<file path="src/rtl/hazard_ctrl_mc.sv">
// Hazard unit for the 5-stage MIPS pipeline: per-stage stall/flush, ID/EX bypass selects,
// parametrised bubble counts, multi-cycle MDU wait and exception priority.
module hazard_ctrl_mc #(
  parameter int REG_AW       = 7,
  parameter int LOAD_BUBBLES = 1,
  parameter int BR_BUBBLES   = 1,
  parameter int BRLD_BUBBLES = 2
) (
  input  logic              clk,
  input  logic              rst,
  input  logic              exc_flush,
  input  logic              exc_stall,
  input  logic              branch_d,
  input  logic [REG_AW-1:0] rs_d,
  input  logic [REG_AW-1:0] rt_d,
  input  logic [REG_AW-1:0] rs_e,
  input  logic [REG_AW-1:0] rt_e,
  input  logic [REG_AW-1:0] wreg_e,
  input  logic [REG_AW-1:0] wreg_m,
  input  logic [REG_AW-1:0] wreg_w,
  input  logic              regwr_e,
  input  logic              regwr_m,
  input  logic              regwr_w,
  input  logic              memrd_e,
  input  logic              memrd_m,
  input  logic              mdu_start,
  input  logic              mdu_done,
  output logic              stall_f,
  output logic              stall_d,
  output logic              stall_e,
  output logic              stall_m,
  output logic              stall_w,
  output logic              flush_d,
  output logic              flush_e,
  output logic              flush_m,
  output logic              flush_w,
  output logic [1:0]        fwd_a_d,
  output logic [1:0]        fwd_b_d,
  output logic [1:0]        fwd_a_e,
  output logic [1:0]        fwd_b_e,
  output logic              busy
);

  if (LOAD_BUBBLES < 1 || LOAD_BUBBLES > 7) begin : g_bad_load
    $error("LOAD_BUBBLES must be in 1..7");
  end
  if (BR_BUBBLES < 0 || BR_BUBBLES > 7) begin : g_bad_br
    $error("BR_BUBBLES must be in 0..7");
  end
  if (BRLD_BUBBLES < 1 || BRLD_BUBBLES > 7) begin : g_bad_brld
    $error("BRLD_BUBBLES must be in 1..7");
  end

  localparam logic [2:0] LOAD_N = 3'(LOAD_BUBBLES);
  localparam logic [2:0] BR_N   = 3'(BR_BUBBLES);
  localparam logic [2:0] BRLD_N = 3'(BRLD_BUBBLES);

  typedef enum logic [1:0] {IDLE, BUBBLE, MDU_WAIT, EXC} state_e;

  state_e     state_q, state_d;
  logic [2:0] cnt_q, cnt_d;
  logic [2:0] bub_n;
  logic       hit_e, mdu_hz;
  logic       bub, mdu_o, hold_all, flush_all;

  // Load data is not yet available in MEM, so a load there falls through to WB/regfile.
  function automatic logic [1:0] fwd_sel(input logic [REG_AW-1:0] src,
                                         input logic              rm,
                                         input logic [REG_AW-1:0] wm,
                                         input logic              ldm,
                                         input logic              rw,
                                         input logic [REG_AW-1:0] ww);
    logic [1:0] sel;
    sel = 2'b00;
    if (src != '0) begin
      if (rm && wm == src && !ldm) sel = 2'b10;
      else if (rw && ww == src)   sel = 2'b01;
    end
    return sel;
  endfunction

  assign hit_e  = (wreg_e != '0) && (wreg_e == rs_d || wreg_e == rt_d);
  assign mdu_hz = mdu_start && !mdu_done;

  always_comb begin
    state_d   = state_q;
    cnt_d     = cnt_q;
    bub_n     = 3'd0;
    bub       = 1'b0;
    mdu_o     = 1'b0;
    hold_all  = 1'b0;
    flush_all = 1'b0;
    if (branch_d && memrd_e && hit_e)                 bub_n = BRLD_N;
    else if (branch_d && regwr_e && !memrd_e && hit_e) bub_n = BR_N;
    else if (!branch_d && memrd_e && hit_e)           bub_n = LOAD_N;

    if (rst) begin
      state_d = IDLE;
      cnt_d   = 3'd0;
    end else if (exc_flush) begin
      flush_all = 1'b1;
      state_d   = EXC;
      cnt_d     = 3'd0;
    end else if (state_q == EXC) begin
      flush_all = 1'b1;
      state_d   = IDLE;
    end else if (exc_stall) begin
      hold_all = 1'b1;
    end else if (mdu_hz) begin
      mdu_o   = 1'b1;
      state_d = MDU_WAIT;
      cnt_d   = 3'd0;
    end else if (state_q == MDU_WAIT) begin
      state_d = IDLE;
    end else if (state_q == BUBBLE) begin
      // cnt holds the bubble cycles still owed, including this one.
      bub   = 1'b1;
      cnt_d = cnt_q - 3'd1;
      if (cnt_q <= 3'd1) state_d = IDLE;
    end else if (bub_n != 3'd0) begin
      bub = 1'b1;
      if (bub_n > 3'd1) begin
        state_d = BUBBLE;
        cnt_d   = bub_n - 3'd1;
      end
    end
  end

  always_ff @(posedge clk) begin
    if (rst) begin
      state_q <= IDLE;
      cnt_q   <= 3'd0;
    end else begin
      state_q <= state_d;
      cnt_q   <= cnt_d;
    end
  end

  assign stall_f = hold_all | bub | mdu_o;
  assign stall_d = hold_all | bub | mdu_o;
  assign stall_e = hold_all | mdu_o;
  assign stall_m = hold_all;
  assign stall_w = hold_all;
  assign flush_d = flush_all;
  assign flush_e = flush_all | bub;
  assign flush_m = flush_all | mdu_o;
  assign flush_w = flush_all;
  assign busy    = !rst && (state_q != IDLE);

  assign fwd_a_d = rst ? 2'b00 : fwd_sel(rs_d, regwr_m, wreg_m, memrd_m, regwr_w, wreg_w);
  assign fwd_b_d = rst ? 2'b00 : fwd_sel(rt_d, regwr_m, wreg_m, memrd_m, regwr_w, wreg_w);
  assign fwd_a_e = rst ? 2'b00 : fwd_sel(rs_e, regwr_m, wreg_m, memrd_m, regwr_w, wreg_w);
  assign fwd_b_e = rst ? 2'b00 : fwd_sel(rt_e, regwr_m, wreg_m, memrd_m, regwr_w, wreg_w);

endmodule

</file>
<file path="config.mk">
export PLATFORM = sky130hd
export DESIGN_NAME = hazard_ctrl_mc
export DESIGN_NICKNAME = d
export VERILOG_FILES = /design/src/rtl/hazard_ctrl_mc.sv
export SDC_FILE = /design/constraint.sdc
export NUM_CORES = 1
export LEC_CHECK = 0
export BUFFER_PORTS_ARGS = -buffer_cell sky130_fd_sc_hd__buf_2
export CORE_MARGIN = 4
export CORE_UTILIZATION = 32
export DETAILED_ROUTE_END_ITERATION = 12
export GPL_ROUTABILITY_DRIVEN = 0
export HOLD_SLACK_MARGIN = 0.03
export PLACE_DENSITY = 0.6
export SYNTH_ARGS = -nofsm -noshare
export SYNTH_HDL_FRONTEND = slang
export SYNTH_SLANG_ARGS = --single-unit
export TNS_END_PERCENT = 20
</file>
<file path="constraint.sdc">
create_clock -name clk -period 1.6 [get_ports clk]
set_input_delay 0.24 -clock clk [delete_from_list [all_inputs] [get_ports clk]]
set_output_delay 0.24 -clock clk [all_outputs]
set_load 0.05 [all_outputs]
</file>
# Yosys cells after proc, flatten, opt, wreduce, memory -nomap -nowiden

Index checks and enable logic that the tools add are counted.

Equal/unequal tests: 16
Bitwise gates (word level): 7
Mux-type cells: 53
$lt $le $gt $ge: 2
$add $sub $neg: 2
Reduce and logical (&&, ||, !) cells: 42

Operator list:

| cell                | number |
|---|---|
| $eq 7x7->1          | 10 |
| $mux 2              | 22 |
| $reduce_bool 7->1   | 5 |
| $mux 1              | 26 |
| $logic_and 1x1->1   | 22 |
| $mux 3              | 5 |
| $reduce_bool 6->1   | 2 |
| $reduce_bool 3->1   | 3 |
| $ne 6x5->1 const B  | 1 |
| $sub 3x1->3 const B | 2 |
| $logic_not 1->1     | 5 |
| $or 1x1->1          | 5 |
| $reduce_and 5->1    | 1 |
| $eq 2x2->1 const B  | 2 |
| $reduce_and 4->1    | 1 |
| $gt 3x1->1 const B  | 1 |
| $le 3x1->1 const B  | 1 |
| $ne 3x2->1 const B  | 1 |
| $eq 2x1->1 const B  | 1 |
| $ne 2x2->1 const B  | 1 |
| $not 1->1           | 2 |
| $reduce_bool 2->1   | 1 |
| $reduce_or 2->1     | 1 |
| $logic_or 1x1->1    | 1 |

Register bits after elaboration: 5
Input bits: 61

# Depth between registers and ports, before layout

Depth in word-level cells: 18
Gate-level depth with buffers: 8

# Worst setup path after synthesis

Ideal clock, no wire load.

Path type: flip-flop to output port
Start point: register state_q[0]
End point: output stall_w
Arrival time: 2861 ps
Cell stages (with the launch flop): 5
Path buffers: 2
Slack: -1501 ps
Cells stage by stage: dfxtp_1 -> ha_1 -> clkbuf_1 -> nor4b_1 -> buf_4

Cells in the longest elaborated chain, start to end: 4

RTL lines:

| element                | line | RTL |
|---|---|---|
| start, declared        | 60   | `state_e state_q, state_d;` |
| start signal, assigned | 134  | `state_q <= state_d;` |
| $eq 2x2->1             | 104  | `end else if (state_q == EXC) begin` |
| $mux 1                 | 104  |  |
| $mux 1                 | 100  | `end else if (exc_flush) begin` |
| $mux 1                 | 97   | `if (rst) begin` |
| end, declared          | 32   | `output logic stall_w,` |

Every way passes these cells.

# Worst setup path after layout

Start point: input wreg_e[6]
End point: output stall_d

Cells in the longest elaborated chain, start to end: 18
Elaborated cells on any way between the ends: 22
Classes of those cells: eq/ne: 2; mux: 11; bitwise: 2; reduce/logical: 7

RTL lines:

| element                   | line | RTL |
|---|---|---|
| start, declared           | 18   | `input logic [REG_AW-1:0] wreg_e,` |
| $eq 7x7->1                | 82   | `assign hit_e = (wreg_e != '0) && (wreg_e == rs_d \|\| wreg_e == rt_d);` |
| $logic_or 1x1->1          | 82   |  |
| $logic_and 1x1->1 *       | 82   |  |
| $logic_and 1x1->1         | 95   | `else if (!branch_d && memrd_e && hit_e) bub_n = LOAD_N;` |
| $mux 1                    | 95   |  |
| $mux 1                    | 94   | `else if (branch_d && regwr_e && !memrd_e && hit_e) bub_n = BR_N;` |
| $mux 2 *                  | 93   | `if (branch_d && memrd_e && hit_e) bub_n = BRLD_N;` |
| $reduce_bool 3->1 *       | 120  | `end else if (bub_n != 3'd0) begin` |
| $mux 1 *                  | 120  |  |
| $mux 1 *                  | 115  | `end else if (state_q == BUBBLE) begin` |
| $mux 1 *                  | 113  | `end else if (state_q == MDU_WAIT) begin` |
| $mux 1 *                  | 109  | `end else if (mdu_hz) begin` |
| $mux 1 *                  | 107  | `end else if (exc_stall) begin` |
| $mux 1 *                  | 104  |  |
| $mux 1 *                  | 100  |  |
| $mux 1 *                  | 97   |  |
| $or 1x1->1 * (2 in a row) | 140  | `assign stall_d = hold_all \| bub \| mdu_o;` |
| end, declared             | 29   | `output logic stall_d,` |

Mark *: on every way between the ends. The rest lies on a longest branch, timed or not.

==> impl_metrics.toml <==
[floorplanning]
ios = 79
dieWidth_um = 74.9
die_h_um = 74.9
coreArea_um2 = 4350
start_util_pct = 32.9
rows = 24
die_area_um2 = 5610

[setup_path]
crit_buf_inv = 2
cp.required_ns = 1.36
r2r-end = "cnt_q[0]"
cp.arrival_ns = 1.72
crit_chain = "buf_4 > xnor2_2 > nand4_1 > o22ai_2 > nand3_1 > a21o_1 > a2111oi_4 > buf_6"
cp_slowest_stage_delay_ns = 0.36
r2r_cells = 7
r2r-start = "state_q[1]"
worst_path_dominant_cell_family = "compound AO/OA/AOI/OAI gates"
r2r_slack_ns = -0.04
end_kind = "primary output"
critPathMaxFanout = 3
cpMaxStageDelayCell = "a2111oi_4"
startpoint_type = "input port"
worstSetupPathType = "input port to primary output"

[detailed_routing]
num_vias = 1830
first_iter_violations = 56
via_per_inst = 5.04
dr_wl_met3_um = 308
ant_nets = 0
wl_per_cell_um = 14.9
top_layer = "met4"
routed_wl_um = 5430
dr.pass1.iters = 4
wl_met1_um = 2290
drc_errors = 0
wl_met2_um = 2790

[logic_synthesis]
synth_warnings = 0
synth_nets = 256
synth_ff_type = "dfxtp_1"
syn_area_um2 = 1430
avgSynthCellArea_um2 = 7.58
syn_inst = 189
ys_seq_area_share_pct = 6.99
synth_edf_count = 0
async_flop_share_pct = 0
yosysUniqueCellTypes = 33
ys_seq_elements = 5

[layout]
syn_to_final_growth_pct = 86.4
final_nets = 379
filler_cell_count = 399
post-route-cell-area_um2 = 2670
multi_input_area_um2 = 1500
final-seq-area_um2 = 101
insertedDiodeCount = 0
final_cells = 363
drive_gt1_share_pct = 55.0

[worst_hold_path]
min_from = "exc_flush"
min_to = "state_q[0]"
whs_path_depth = 3
min_path_type = "input port to flip-flop"

[timing]
hold_viol_final = 0
fmax_mhz = 511
tns_ns = -2.15
setup_viol = 19
post-route-min-period_ns = 1.96
skew_ns = 0.00141
slew_headroom_pct = 72.2
finalCritPeriodShare_pct = 122
rsz0062_at_grt = "true"
setup_ws_ns = -0.357
tightest_slew_ns = 0.414
slew_violations = 0

[clock_network]
cts-root-buf = "clkbuf_8"
postCtsSetupBuffers = 0
cts.sinks = 5
hold_buffers = 0
clock_latency_ns = 0.22
clk_path_buf_depth = 2
clkTransAtPathRegs_ns = 0.04
tritoncts = "built"
htreeDepth = 1
cts_made_buffers = 3

[power]
ir_drop_v = 0.000520
p_leak_nw = 1.09
p_per_area_nw_per_um2 = 421
p_total_mw = 1.12

[place]
preCtsSetupSlack_ns = -0.440
dp_hpwl_um = 4580
postPlaceCellArea_um2 = 2340
numPortBuffers = 78
placed_cells = 359

[outcome]
outcome = "finished with violations"
violations = "setup timing"

[global_routing]
antenna_found_initial = 0
grt_max_degree = 9
groute.usage.overall_pct = 19.8
grt_first_pass_wirelength_um = 8660
grt_overflow = 0
grt_pass1_vias = 1819

[flow_run]
drv_cap = 0
what timing repair did:
action,4_1_cts,5_1_grt
endpoints found under the setup margin,22,23
resized for setup,46,25
pin swaps,10,9
gates cloned,0,0
cell usage after synthesis, drive strengths merged, types with 2 or more instances:
cell type / n / area, µm²
ha: 6 / 75.1
buf: 4 / 26.3
nand2: 3 / 11.3
nor3: 8 / 40.0
a21o: 2 / 15.0
nand4: 16 / 100
a311oi: 2 / 17.5
clkbuf: 9 / 33.8
nand2b: 2 / 12.5
xor2: 8 / 70.1
nand3: 3 / 15.0
inv: 7 / 26.3
dfxtp: 5 / 100
a211oi: 5 / 37.5
nor2b: 5 / 31.3
or4: 4 / 30.0
o22ai: 2 / 18.8
nor2: 9 / 33.8
xnor2: 62 / 543
a31o: 3 / 26.3
nor4: 14 / 87.6
per-layer routing:
layer  up-vias  GRT usage [%]
met4         0           2.96
met2        49           36.8
met5         -              0
li1        928              -
met3         4           1.47
met1       849           25.4
through the flow:
step	util (%)	hold slack, ns
after floorplan	-	0.484
after global placement	53.7	0.497
after detailed placement	53.7	0.504
after CTS	58.3	0.513
after global routing	61.3	0.550
final	61.3	0.507
tightest hold or removal path, delay by kind of cell:
family | cells | cell delay [ns]
AO/OA/AOI/OAI | 1 | 0.06
buffers and inverters | 1 | 0.17
AND/OR/NAND/NOR | 1 | 0.20
where the power goes:
group / switching, mW / internal [mW]
clock network: 0.0687 / 0.168
logic: 0.376 / 0.373
registers: 0.00516 / 0.134
total: 0.450 / 0.675
sequential cells by signal (all words and copies together) (netlist names):
register and cells:
cnt_q 3, state_q 2
cell usage in the layout (no fill, tap or decap), drive strengths merged, types with 2 or more instances in the layout:
cell | synthesis | final
nand2 | 3 | 3
or4 | 4 | 4
nor2b | 5 | 5
nor3 | 8 | 8
nor2 | 9 | 9
buf | 4 | 131
inv | 7 | 7
nand3 | 3 | 3
a21o | 2 | 2
o22ai | 2 | 2
a211oi | 5 | 5
xnor2 | 62 | 62
nor4 | 14 | 14
dfxtp | 5 | 5
xor2 | 8 | 8
a311oi | 2 | 2
ha | 6 | 6
clkbuf | 9 | 3
a31o | 3 | 3
nand4 | 16 | 16
nand2b | 2 | 2
area by class of cell:
class,instances,share of cell area (%)
clock buffers,3,1.55
clock inverters,1,0.187
inverters,7,0.984
multi-input cells,164,56.0
flip-flops and latches,5,3.80
well taps,52,2.44
repair buffers,131,35.0
cell families after synthesis:
kind of cell	after synthesis	synth area share, %
and+or+nand+nor	67	26.9
AOI/OAI and AO/OA	21	12.1
buffers and inverters	20	6.03
xor gates and xnor gates	70	42.8
DFF	5	6.99
adders and majority gates	6	5.24
worst max-delay path by stage:
stage	slack (ns)	startpoint	endpoint	depth (start not counted)
finish	-0.36	wreg_e[6]	stall_d	8
global route	-0.46	rt_d[4]	stall_d	8
CTS	-0.36	rt_d[4]	stall_d	8
detailed placement	-0.44	rt_d[4]	stall_d	8
global placement	-0.41	rt_d[6]	stall_f	8
floorplan	-0.62	rt_d[6]	stall_f	7
Power figures use the tool's default switching activity.
